[src/rtl/vend_pkg.sv]
// Shared types and helpers for the vending-machine sequencer.
// FSM encoding, coin values, one-hot change codes and BCD conversion.
package vend_pkg;

    typedef enum logic [1:0] {
        S_IDLE    = 2'd0,
        S_COLLECT = 2'd1,
        S_VEND    = 2'd2,
        S_CHANGE  = 2'd3
    } state_t;

    localparam logic [6:0] COIN_1 = 7'd1;
    localparam logic [6:0] COIN_2 = 7'd2;
    localparam logic [6:0] COIN_5 = 7'd5;

    localparam logic [2:0] OUT_NONE = 3'b000;
    localparam logic [2:0] OUT_1    = 3'b001;
    localparam logic [2:0] OUT_2    = 3'b010;
    localparam logic [2:0] OUT_5    = 3'b100;

    // Repeated subtraction keeps this a small constant-bound loop.
    function automatic logic [7:0] bin2bcd(input logic [6:0] v);
        logic [3:0] tens;
        logic [6:0] rem;
        tens = 4'd0;
        rem  = v;
        for (int i = 0; i < 9; i++) begin
            if (rem >= 7'd10) begin
                rem  = rem - 7'd10;
                tens = tens + 4'd1;
            end
        end
        return {tens, rem[3:0]};
    endfunction

endpackage

[src/rtl/vend_change_disp.sv]
// Change dispenser: paces coin_out pulses and picks the largest coin
// that fits the remaining amount.
module vend_change_disp
    import vend_pkg::*;
#(
    parameter int CHANGE_GAP = 2
) (
    input  logic       clk,
    input  logic       reset,
    input  logic       start,
    input  logic [6:0] amount,
    output logic [2:0] coin_out,
    output logic [6:0] take,
    output logic       done
);

    localparam int GW =
        (CHANGE_GAP > 1) ? $clog2(CHANGE_GAP) : 1;
    localparam logic [GW-1:0] GAP_LAST = GW'(CHANGE_GAP - 1);

    logic [GW-1:0] gap_q;
    logic [2:0]    code;
    logic          fire;

    assign fire = start && (gap_q == '0) && (amount != '0);
    assign done = (amount == '0);

    always_comb begin
        code = OUT_NONE;
        take = '0;
        if (fire) begin
            if (amount >= COIN_5) begin
                code = OUT_5;
                take = COIN_5;
            end else if (amount >= COIN_2) begin
                code = OUT_2;
                take = COIN_2;
            end else begin
                code = OUT_1;
                take = COIN_1;
            end
        end
    end

    // Gap counter idles at zero so the first pulse lands immediately.
    always_ff @(posedge clk or negedge reset) begin
        if (!reset) begin
            gap_q    <= '0;
            coin_out <= OUT_NONE;
        end else begin
            coin_out <= code;
            if (!start)
                gap_q <= '0;
            else if (fire)
                gap_q <= GAP_LAST;
            else if (gap_q != '0)
                gap_q <= gap_q - GW'(1);
        end
    end

endmodule

[src/rtl/vend_ctrl.sv]
// Vending-machine sequencer: coin edge detect, credit, vend strobe
// and hand-off of change to the dispenser.
module vend_ctrl
    import vend_pkg::*;
#(
    parameter int PRICE       = 15,
    parameter int VEND_CYCLES = 4,
    parameter int CHANGE_GAP  = 2
) (
    input  logic       clk,
    input  logic       reset,
    input  logic       r1,
    input  logic       r2,
    input  logic       r5,
    input  logic       cancel,
    output logic [7:0] credit_bcd,
    output logic       vend,
    output logic [2:0] coin_out,
    output logic       reject,
    output logic       busy,
    output logic [1:0] state
);

    localparam int VW =
        (VEND_CYCLES > 1) ? $clog2(VEND_CYCLES) : 1;
    localparam logic [6:0]    PRICE_V   = 7'(PRICE);
    localparam logic [VW-1:0] VEND_LAST = VW'(VEND_CYCLES - 1);

    state_t        state_q, state_d;
    logic [6:0]    credit_q, credit_d;
    logic [VW-1:0] vcnt_q, vcnt_d;
    logic          vend_q, vend_d;
    logic          reject_q, reject_d;
    logic          r1_q, r2_q, r5_q;
    logic [6:0]    rise_sum, credit_sum, take;
    logic          any_rise, chg_done, in_change;

    assign rise_sum =
        ((r1 & ~r1_q) ? COIN_1 : 7'd0) +
        ((r2 & ~r2_q) ? COIN_2 : 7'd0) +
        ((r5 & ~r5_q) ? COIN_5 : 7'd0);
    assign any_rise   = (rise_sum != 7'd0);
    assign credit_sum = credit_q + rise_sum;
    assign in_change  = (state_q == S_CHANGE);

    vend_change_disp #(
        .CHANGE_GAP(CHANGE_GAP)
    ) u_chg (
        .clk     (clk),
        .reset   (reset),
        .start   (in_change),
        .amount  (credit_q),
        .coin_out(coin_out),
        .take    (take),
        .done    (chg_done)
    );

    always_comb begin
        state_d  = state_q;
        credit_d = credit_q;
        vcnt_d   = vcnt_q;
        vend_d   = vend_q;
        reject_d = 1'b0;
        unique case (state_q)
            S_IDLE, S_COLLECT: begin
                credit_d = credit_sum;
                // Reaching the price wins over a same-cycle cancel.
                if (credit_sum >= PRICE_V) begin
                    state_d = S_VEND;
                    vend_d  = 1'b1;
                    vcnt_d  = VEND_LAST;
                end else if (cancel && credit_sum != '0) begin
                    state_d = S_CHANGE;
                end else if (credit_sum != '0) begin
                    state_d = S_COLLECT;
                end
            end
            S_VEND: begin
                reject_d = any_rise;
                if (vcnt_q == '0) begin
                    vend_d   = 1'b0;
                    credit_d = credit_q - PRICE_V;
                    state_d  = (credit_q == PRICE_V) ? S_IDLE
                                                     : S_CHANGE;
                end else begin
                    vcnt_d = vcnt_q - VW'(1);
                end
            end
            S_CHANGE: begin
                reject_d = any_rise;
                credit_d = credit_q - take;
                if (chg_done)
                    state_d = S_IDLE;
            end
            default: state_d = S_IDLE;
        endcase
    end

    always_ff @(posedge clk or negedge reset) begin
        if (!reset) begin
            state_q  <= S_IDLE;
            credit_q <= '0;
            vcnt_q   <= '0;
            vend_q   <= 1'b0;
            reject_q <= 1'b0;
            r1_q     <= 1'b0;
            r2_q     <= 1'b0;
            r5_q     <= 1'b0;
        end else begin
            state_q  <= state_d;
            credit_q <= credit_d;
            vcnt_q   <= vcnt_d;
            vend_q   <= vend_d;
            reject_q <= reject_d;
            r1_q     <= r1;
            r2_q     <= r2;
            r5_q     <= r5;
        end
    end

    assign credit_bcd = bin2bcd(credit_q);
    assign vend       = vend_q;
    assign reject     = reject_q;
    assign state      = state_q;
    assign busy       = (state_q == S_VEND) ||
                        (state_q == S_CHANGE);

endmodule

[config.mk]
export PLATFORM = sky130hd
export DESIGN_NAME = vend_ctrl
export DESIGN_NICKNAME = d
export VERILOG_FILES = /design/src/rtl/vend_pkg.sv /design/src/rtl/vend_change_disp.sv /design/src/rtl/vend_ctrl.sv
export SDC_FILE = /design/constraint.sdc
export NUM_CORES = 1
export LEC_CHECK = 0
export ABC_AREA = 0
export BUFFER_PORTS_ARGS = -buffer_cell sky130_fd_sc_hd__buf_2
export CAP_MARGIN = 20
export CORE_ASPECT_RATIO = 0.6
export CORE_MARGIN = 2
export CORE_UTILIZATION = 69
export DETAILED_ROUTE_END_ITERATION = 6
export GPL_ROUTABILITY_DRIVEN = 0
export PLACE_DENSITY = 0.95
export SETUP_SLACK_MARGIN = 0.4
export SLEW_MARGIN = 0
export SYNTH_ARGS = -nofsm -noshare
export SYNTH_HDL_FRONTEND = slang
export SYNTH_SLANG_ARGS = --single-unit
[constraint.sdc]
create_clock -name clk -period 28.5 [get_ports clk]
set_input_delay 2.85 -clock clk [delete_from_list [all_inputs] [get_ports clk]]
set_output_delay 2.85 -clock clk [all_outputs]
set_load 0.01 [all_outputs]
==> results of run 1 <==
==> flip-flops by register name, summed over array words and instances (netlist names), 2 cells and up <==
name,cells
credit_q,7
u_chg.coin_out,3
state,2
vcnt_q,2
==> through the flow <==
stage               instances  hold WS [ns]  instance area, sq um  setup WS [ns]
floorplan                 521        0.5106                  4066          14.59
global placement          603        0.5348                  4165          13.22
detailed placement        603        0.5644                  4165          12.27
CTS                       607        0.5931                  4237          11.75
global route              607        0.6071                  4237          10.56
finish                    607        0.5932                  4237          11.49
==> synthesized netlist by cell type (4+ instances only) <==
cell	number	area [sq um]
o21a_1	7	52.55
nor2_1	37	138.9
a21o_1	5	37.54
clkbuf_1	7	26.28
a211oi_1	4	30.03
a221oi_1	4	35.03
xor2_1	10	87.58
and2_1	7	43.79
or4_1	4	30.03
ha_1	33	412.9
nand2b_1	8	50.05
o21ai_0	22	110.1
inv_1	32	120.1
nand3_1	15	75.07
nand2_1	44	165.2
nor3_1	14	70.07
buf_2	7	35.03
o22ai_1	6	37.54
o211ai_1	7	52.55
a31oi_1	6	37.54
xnor2_1	26	227.7
mux2_2	8	90.09
o311ai_0	4	35.03
o21ai_1	7	35.03
nor4_1	4	25.02
nor2b_1	15	93.84
mux2i_1	12	120.1
dfrtp_1	20	500.5
nand4_1	6	37.54
or3_1	4	25.02
a21oi_1	33	165.2
a211o_1	5	43.79
==> worst min-delay path by stage <==
stage | cells after the start | endpoint | slack (ns) | from
CTS | 2 | vcnt_q[1] | 0.59 | vcnt_q[1]
global placement | 2 | vcnt_q[1] | 0.53 | vcnt_q[1]
global route | 2 | vcnt_q[1] | 0.61 | vcnt_q[1]
floorplan | 2 | u_chg.gap_q | 0.51 | u_chg.gap_q
detailed placement | 2 | vcnt_q[1] | 0.56 | vcnt_q[1]
finish | 2 | vcnt_q[1] | 0.59 | vcnt_q[1]
==> metal layers <==
metal  track usage  share of wire
met5             0              0
met4        0.1250          0.035
met1        0.5254           0.43
met2        0.5276           0.42
met3       0.06881           0.12
==> critical path: cells and delay by family (launching register included) <==
kind / cells / cell delay (ns)
and+or+nand+nor: 14 / 3.77
DFF: 1 / 0.55
buffers and inverters: 8 / 1.16
muxes: 1 / 0.30
adders and majority gates: 9 / 2.07
xor gates and xnor gates: 7 / 2.22
AOI/OAI and AO/OA: 16 / 3.78
==> area by class of cell <==
type                            instances  area share
Multi-Input combinational cell        446      0.7847
Sequential cell                        20      0.1181
Inverter                               36     0.03190
Timing Repair Buffer                   21     0.02481
Tap cell                               80     0.02363
Clock buffer                            3    0.009746
Clock inverter                          1    0.007088
==> kinds of logic (layout without fill, tap and decap cells) <==
| logic type | Yosys count | count (layout) | share of synthesized area |
|---|---|---|---|
| compound gates | 161 | 161 | 0.2911 |
| buf+inv | 55 | 61 | 0.05938 |
| fa+ha+maj | 35 | 35 | 0.1114 |
| simple gates | 185 | 185 | 0.2455 |
| mux | 24 | 24 | 0.06615 |
| xor+xnor | 41 | 41 | 0.1034 |
| flops | 20 | 20 | 0.1231 |
==> impl_metrics.csv, run 1 <==
group,metric,value,unit
routing,drc_errors,0,
cells_and_area,fillCellCount,393,
yosys,synth_cell_types,93,
sta,final_hold_viol_count,0,
cells_and_area,drive_gt1_frac,0.1176,
cells_and_area,fin_nets,569,
sta,slew-limit-headroom,0.2479,
critical_path,reg2reg_depth,14,
cells_and_area,synthToLayoutAreaGrowth,4.185,%
critical_path,worst_path_most_repeated_cell,"ha_1",
cts,clkTransAtPathRegs,0.08,ns
critical_path,startpoint,"credit_q[1]",
cts,clk_latency,0.27,ns
global_route,grt_usage,0.3600,
critical_path,reg2reg_slack,23.98,ns
global_route,grt_start_max_net_pins,23,
cells_and_area,multiInputGateArea,3324,sq um
routing,first_pass_iters,6,
floorplanning,io_pins,22,
sta,finalSetupViolations,0,
sta,post-route-period-util,0.5968,
routing,postRouteAntennaNets,0,
cells_and_area,layout_common_cells,"nand2_1, nor2_1, a21oi_1, ha_1, inv_1",
sta,worstMarginPinSlew,1.122,ns
sta,finClkSkew,0.002638,ns
critical_path,slowest_stage,"nor3_2",
routing,wire_per_inst,19.00,microns
cells_and_area,final_core_util,0.7534,
cts,cts_tree,"yes",
yosys,syn_inst,521,
critical_path,r2r-end,"credit_q[6]",
cells_and_area,regArea,500.5,sq um
cts,post_cts_resized,0,
sta,fmax,58.79,MHz
sta,slew_violations,0,
routing,vias,4321,
yosys,ys_ff_latch,20,
sta,setup_tns,0,ns
critical_path,critical_path_class,"reg -> out",
yosys,yosysSeqAreaShare,0.1231,
critical_path,critPathMaxStageDelay,0.88,ns
yosys,synth_fp_nets,562,
floorplanning,start_util,0.7232,
yosys,avgSynthCellArea,7.805,sq um
floorplanning,fp.dieArea,6544,sq um
job,maxCapViolations,0,
yosys,synth_edf_count,0,
routing,drt_iter0_drc,455,
global_route,grt_pass1_vias,3999,
floorplanning,dieHeight,63.47,microns
critical_path,worstSetupEndpoint,"credit_bcd[7]",
cts,clock_sinks,20,
cells_and_area,layout_commonest_cell,"nand2_1",
global_route,grt_pass1_wl,18.95,mm
floorplanning,fp-row-count,21,
yosys,synth_warnings,0,
cts,htree_levels,1,
routing,viasPerCell,7.119,
critical_path,critPathLaunchType,"register",
routing,wirelength,11.54,mm
cts,numCtsBuffers,3,
global_route,overflow,0,
yosys,syn_area,4066,sq um
worst_hold_path,hold_class,"reg -> reg",
global_route,antenna_found_initial,0,
floorplanning,die_w,103.1,microns
cts,cts_root_buf,"clkbuf_8",
critical_path,critPathCaptureType,"primary output",
cts,clock_path_buffers,2,
floorplanning,core,5623,sq um
place,dp_hpwl,8.335,mm
yosys,async_flop_share,1.000,
cells_and_area,diodes,0,
yosys,ys.flop_type,"dfrtp_1",
sta,grt_setup_unrepaired,"no",
critical_path,regToRegStartpoint,"credit_q[0]",
critical_path,path_max_fanout,15,
critical_path,cp.required,25.65,ns
place,portBuffers,21,
sta,period_minus_slack,17.01,ns
cts,postCtsHoldBufs,0,
cts,post_cts_buffers,0,
critical_path,cp_data_arrival_time,14.16,ns
status,status,"finished clean",
Power of run 1 is left out: the tool's default activity adds up to more than one toggle a clock period on the data nets, which glitch-free logic cannot reach.
==> run 2: changes to the inputs <==
--- a/config.mk
+++ b/config.mk
@@ -10,10 +10,10 @@
 export CAP_MARGIN = 20
 export CORE_ASPECT_RATIO = 0.6
 export CORE_MARGIN = 2
-export CORE_UTILIZATION = 69
+export CORE_UTILIZATION = 58
 export DETAILED_ROUTE_END_ITERATION = 6
 export GPL_ROUTABILITY_DRIVEN = 0
-export PLACE_DENSITY = 0.95
+export PLACE_DENSITY = 0.87
 export SETUP_SLACK_MARGIN = 0.4
 export SLEW_MARGIN = 0
 export SYNTH_ARGS = -nofsm -noshare
==> constraint.sdc (replaced) <==
create_clock -name clk -period 13.8 [get_ports clk]
set_input_delay 1.38 -clock clk [delete_from_list [all_inputs] [get_ports clk]]
set_output_delay 1.38 -clock clk [all_outputs]
set_load 0.01 [all_outputs]
==> run 2 against run 1 <==
Highest routed layer unchanged. Critical path depth grew 3. Largest cell class unchanged. Sequential cell count is the same. First-iteration DRC count is the same. Non-clock buffer count grew 17. Critical endpoint unchanged. The flow now finishes with violations (design-rule violations). Global-route usage shrank 9.7 points. Cell area grew 8.2%. Wire length shrank 2.5%. Via count shrank 1.9%. Critical path type unchanged.
==> impl_metrics.csv, run 2 (same netlist as run 1, synthesis figures left out) <==
group,metric,value,unit
cells_and_area,drive_gt1_frac,0.2004,
cts,clock_path_buffers,2,
sta,post-route-period-util,0.9434,
sta,worstMarginPinSlew,0.8688,ns
floorplanning,dieHeight,68.86,microns
cts,numCtsBuffers,3,
cells_and_area,largestRegisters,"credit_q x7, u_chg.coin_out x3",
routing,drc_errors,26,
worst_hold_path,min_from,"vcnt_q[1]",
critical_path,critPathMaxStageDelay,0.43,ns
critical_path,critPathLaunchType,"register",
sta,fmax,76.81,MHz
routing,wire_per_inst,17.82,microns
sta,finClkSkew,0.003150,ns
critical_path,reg2reg_slack,9.71,ns
cells_and_area,diodes,0,
critical_path,path_max_fanout,12,
critical_path,r2r-end,"credit_q[6]",
global_route,antenna_found_initial,0,
routing,wirelength,11.24,mm
cts,cts_root_buf,"clkbuf_16",
sta,period_minus_slack,13.02,ns
cells_and_area,fillCellCount,532,
cts,clkTransAtPathRegs,0.06,ns
worst_hold_path,hold_class,"reg -> reg",
critical_path,reg2reg_depth,15,
worst_hold_path,min_path_cells,2,
cells_and_area,synthToLayoutAreaGrowth,12.68,%
cells_and_area,layout_common_cells,"nand2_1, nor2_1, ha_1, a21oi_1, inv_1",
routing,vias,4239,
status,status,"complete, but fails checks",
global_route,grt_pass1_wl,16.86,mm
global_route,grt_start_max_net_pins,23,
floorplanning,die_w,112.1,microns
job,maxCapViolations,0,
sta,setup_tns,0,ns
critical_path,cp.required,12.42,ns
sta,final_hold_viol_count,0,
cells_and_area,fin_nets,586,
cts,cts_tree,"yes",
critical_path,cp_data_arrival_time,11.64,ns
global_route,overflow,0,
global_route,grt_usage,0.2632,
critical_path,worst_path_most_repeated_cell,"ha_1",
cells_and_area,largest-register,"credit_q",
routing,postRouteAntennaNets,0,
cts,clock_sinks,20,
worst_hold_path,whs_endpoint,"vcnt_q[1]",
floorplanning,core,6734,sq um
place,place_inst,615,
cts,clk_latency,0.25,ns
cells_and_area,layout_commonest_cell,"nand2_1",
floorplanning,fp.dieArea,7719,sq um
cts,htree_levels,1,
critical_path,critical_path_class,"reg -> out",
sta,finalSetupViolations,0,
routing,viasPerCell,6.718,
critical_path,slowest_stage,"a2111oi_1",
place,place_ws,0.03849,ns
sta,slew-limit-headroom,0.4196,
routing,first_pass_iters,7,
global_route,grt_pass1_vias,3627,
floorplanning,fp-row-count,23,
critical_path,regToRegStartpoint,"credit_q[0]",
cells_and_area,largest_register_ffs,7,
floorplanning,start_util,0.6039,
status,violations,"design-rule violations",
place,portBuffers,21,
floorplanning,io_pins,22,
sta,fin_ws,0.7815,ns
routing,drt_iter0_drc,455,
sta,slew_violations,0,
sta,grt_setup_unrepaired,"no",
critical_path,critPathCaptureType,"primary output",
cells_and_area,finalNonFillerCells,631,
place,dp_hpwl,8.025,mm
[run 2: changes by cell type in the layout (fill, tap and decap cells not counted), sizes merged]
cell,change
inv,-1
buf,+17
clkinvlp,+1
[run 2: final cells by class]
class	count	area [sq um]	share of cell area
Multi-Input combinational cell	446	3487	0.7611
Tap cell	87	108.9	0.02376
Inverter	36	138.9	0.03031
Sequential cell	20	505.5	0.1103
Timing Repair Buffer	38	236.5	0.05161
Clock inverter	1	30.03	0.006554
Clock buffer	3	75.07	0.01638
[run 2: timing repair]
item                       in CTS  in global routing
pin swaps                       2                  4
buffers inserted                1                 11
gates resized for setup         6                 35
setup endpoints to repair       7                  7
hold buffers                    0                  0
[run 2: how the worst max path moves through the flow]
stage	start	to	slack [ns]	cells past startpoint
after CTS	credit_q[1]	credit_bcd[7]	0.43	58
after floorplan	credit_q[1]	credit_bcd[7]	1.36	59
after detailed placement	credit_q[2]	credit_bcd[7]	0.04	59
after global placement	credit_q[2]	credit_bcd[7]	0.68	57
final	credit_q[1]	credit_bcd[7]	0.78	58
after global routing	credit_q[1]	credit_bcd[7]	0.18	60
[run 2: metal layers]
layer	share of wire	GRT usage
met1	0.45	0.3804
met2	0.43	0.4164
met3	0.11	0.05944
met4	0.018	0.03354
met5	0	0
[run 2: through the flow]
stage | instance area [sq um] | hold slack [ns] | utilization
global route | 4582 | 0.6014 | 0.6804
global placement | 4212 | 0.5310 | 0.6254
floorplan | 4066 | 0.5106 | -
finish | 4582 | 0.5578 | 0.6804
CTS | 4350 | 0.5493 | 0.6460
detailed placement | 4212 | 0.5383 | 0.6254
[run 2: critical path, delay by kind of cell (launching register included)]
family / cells / cell delay, ns
compound gates: 19 / 3.75
xor+xnor: 5 / 1.04
fa+ha+maj: 9 / 1.88
buf+inv: 10 / 1.34
flops: 1 / 0.40
mux: 1 / 0.36
simple gates: 14 / 2.61
Power of run 2 is left out for the same reason.
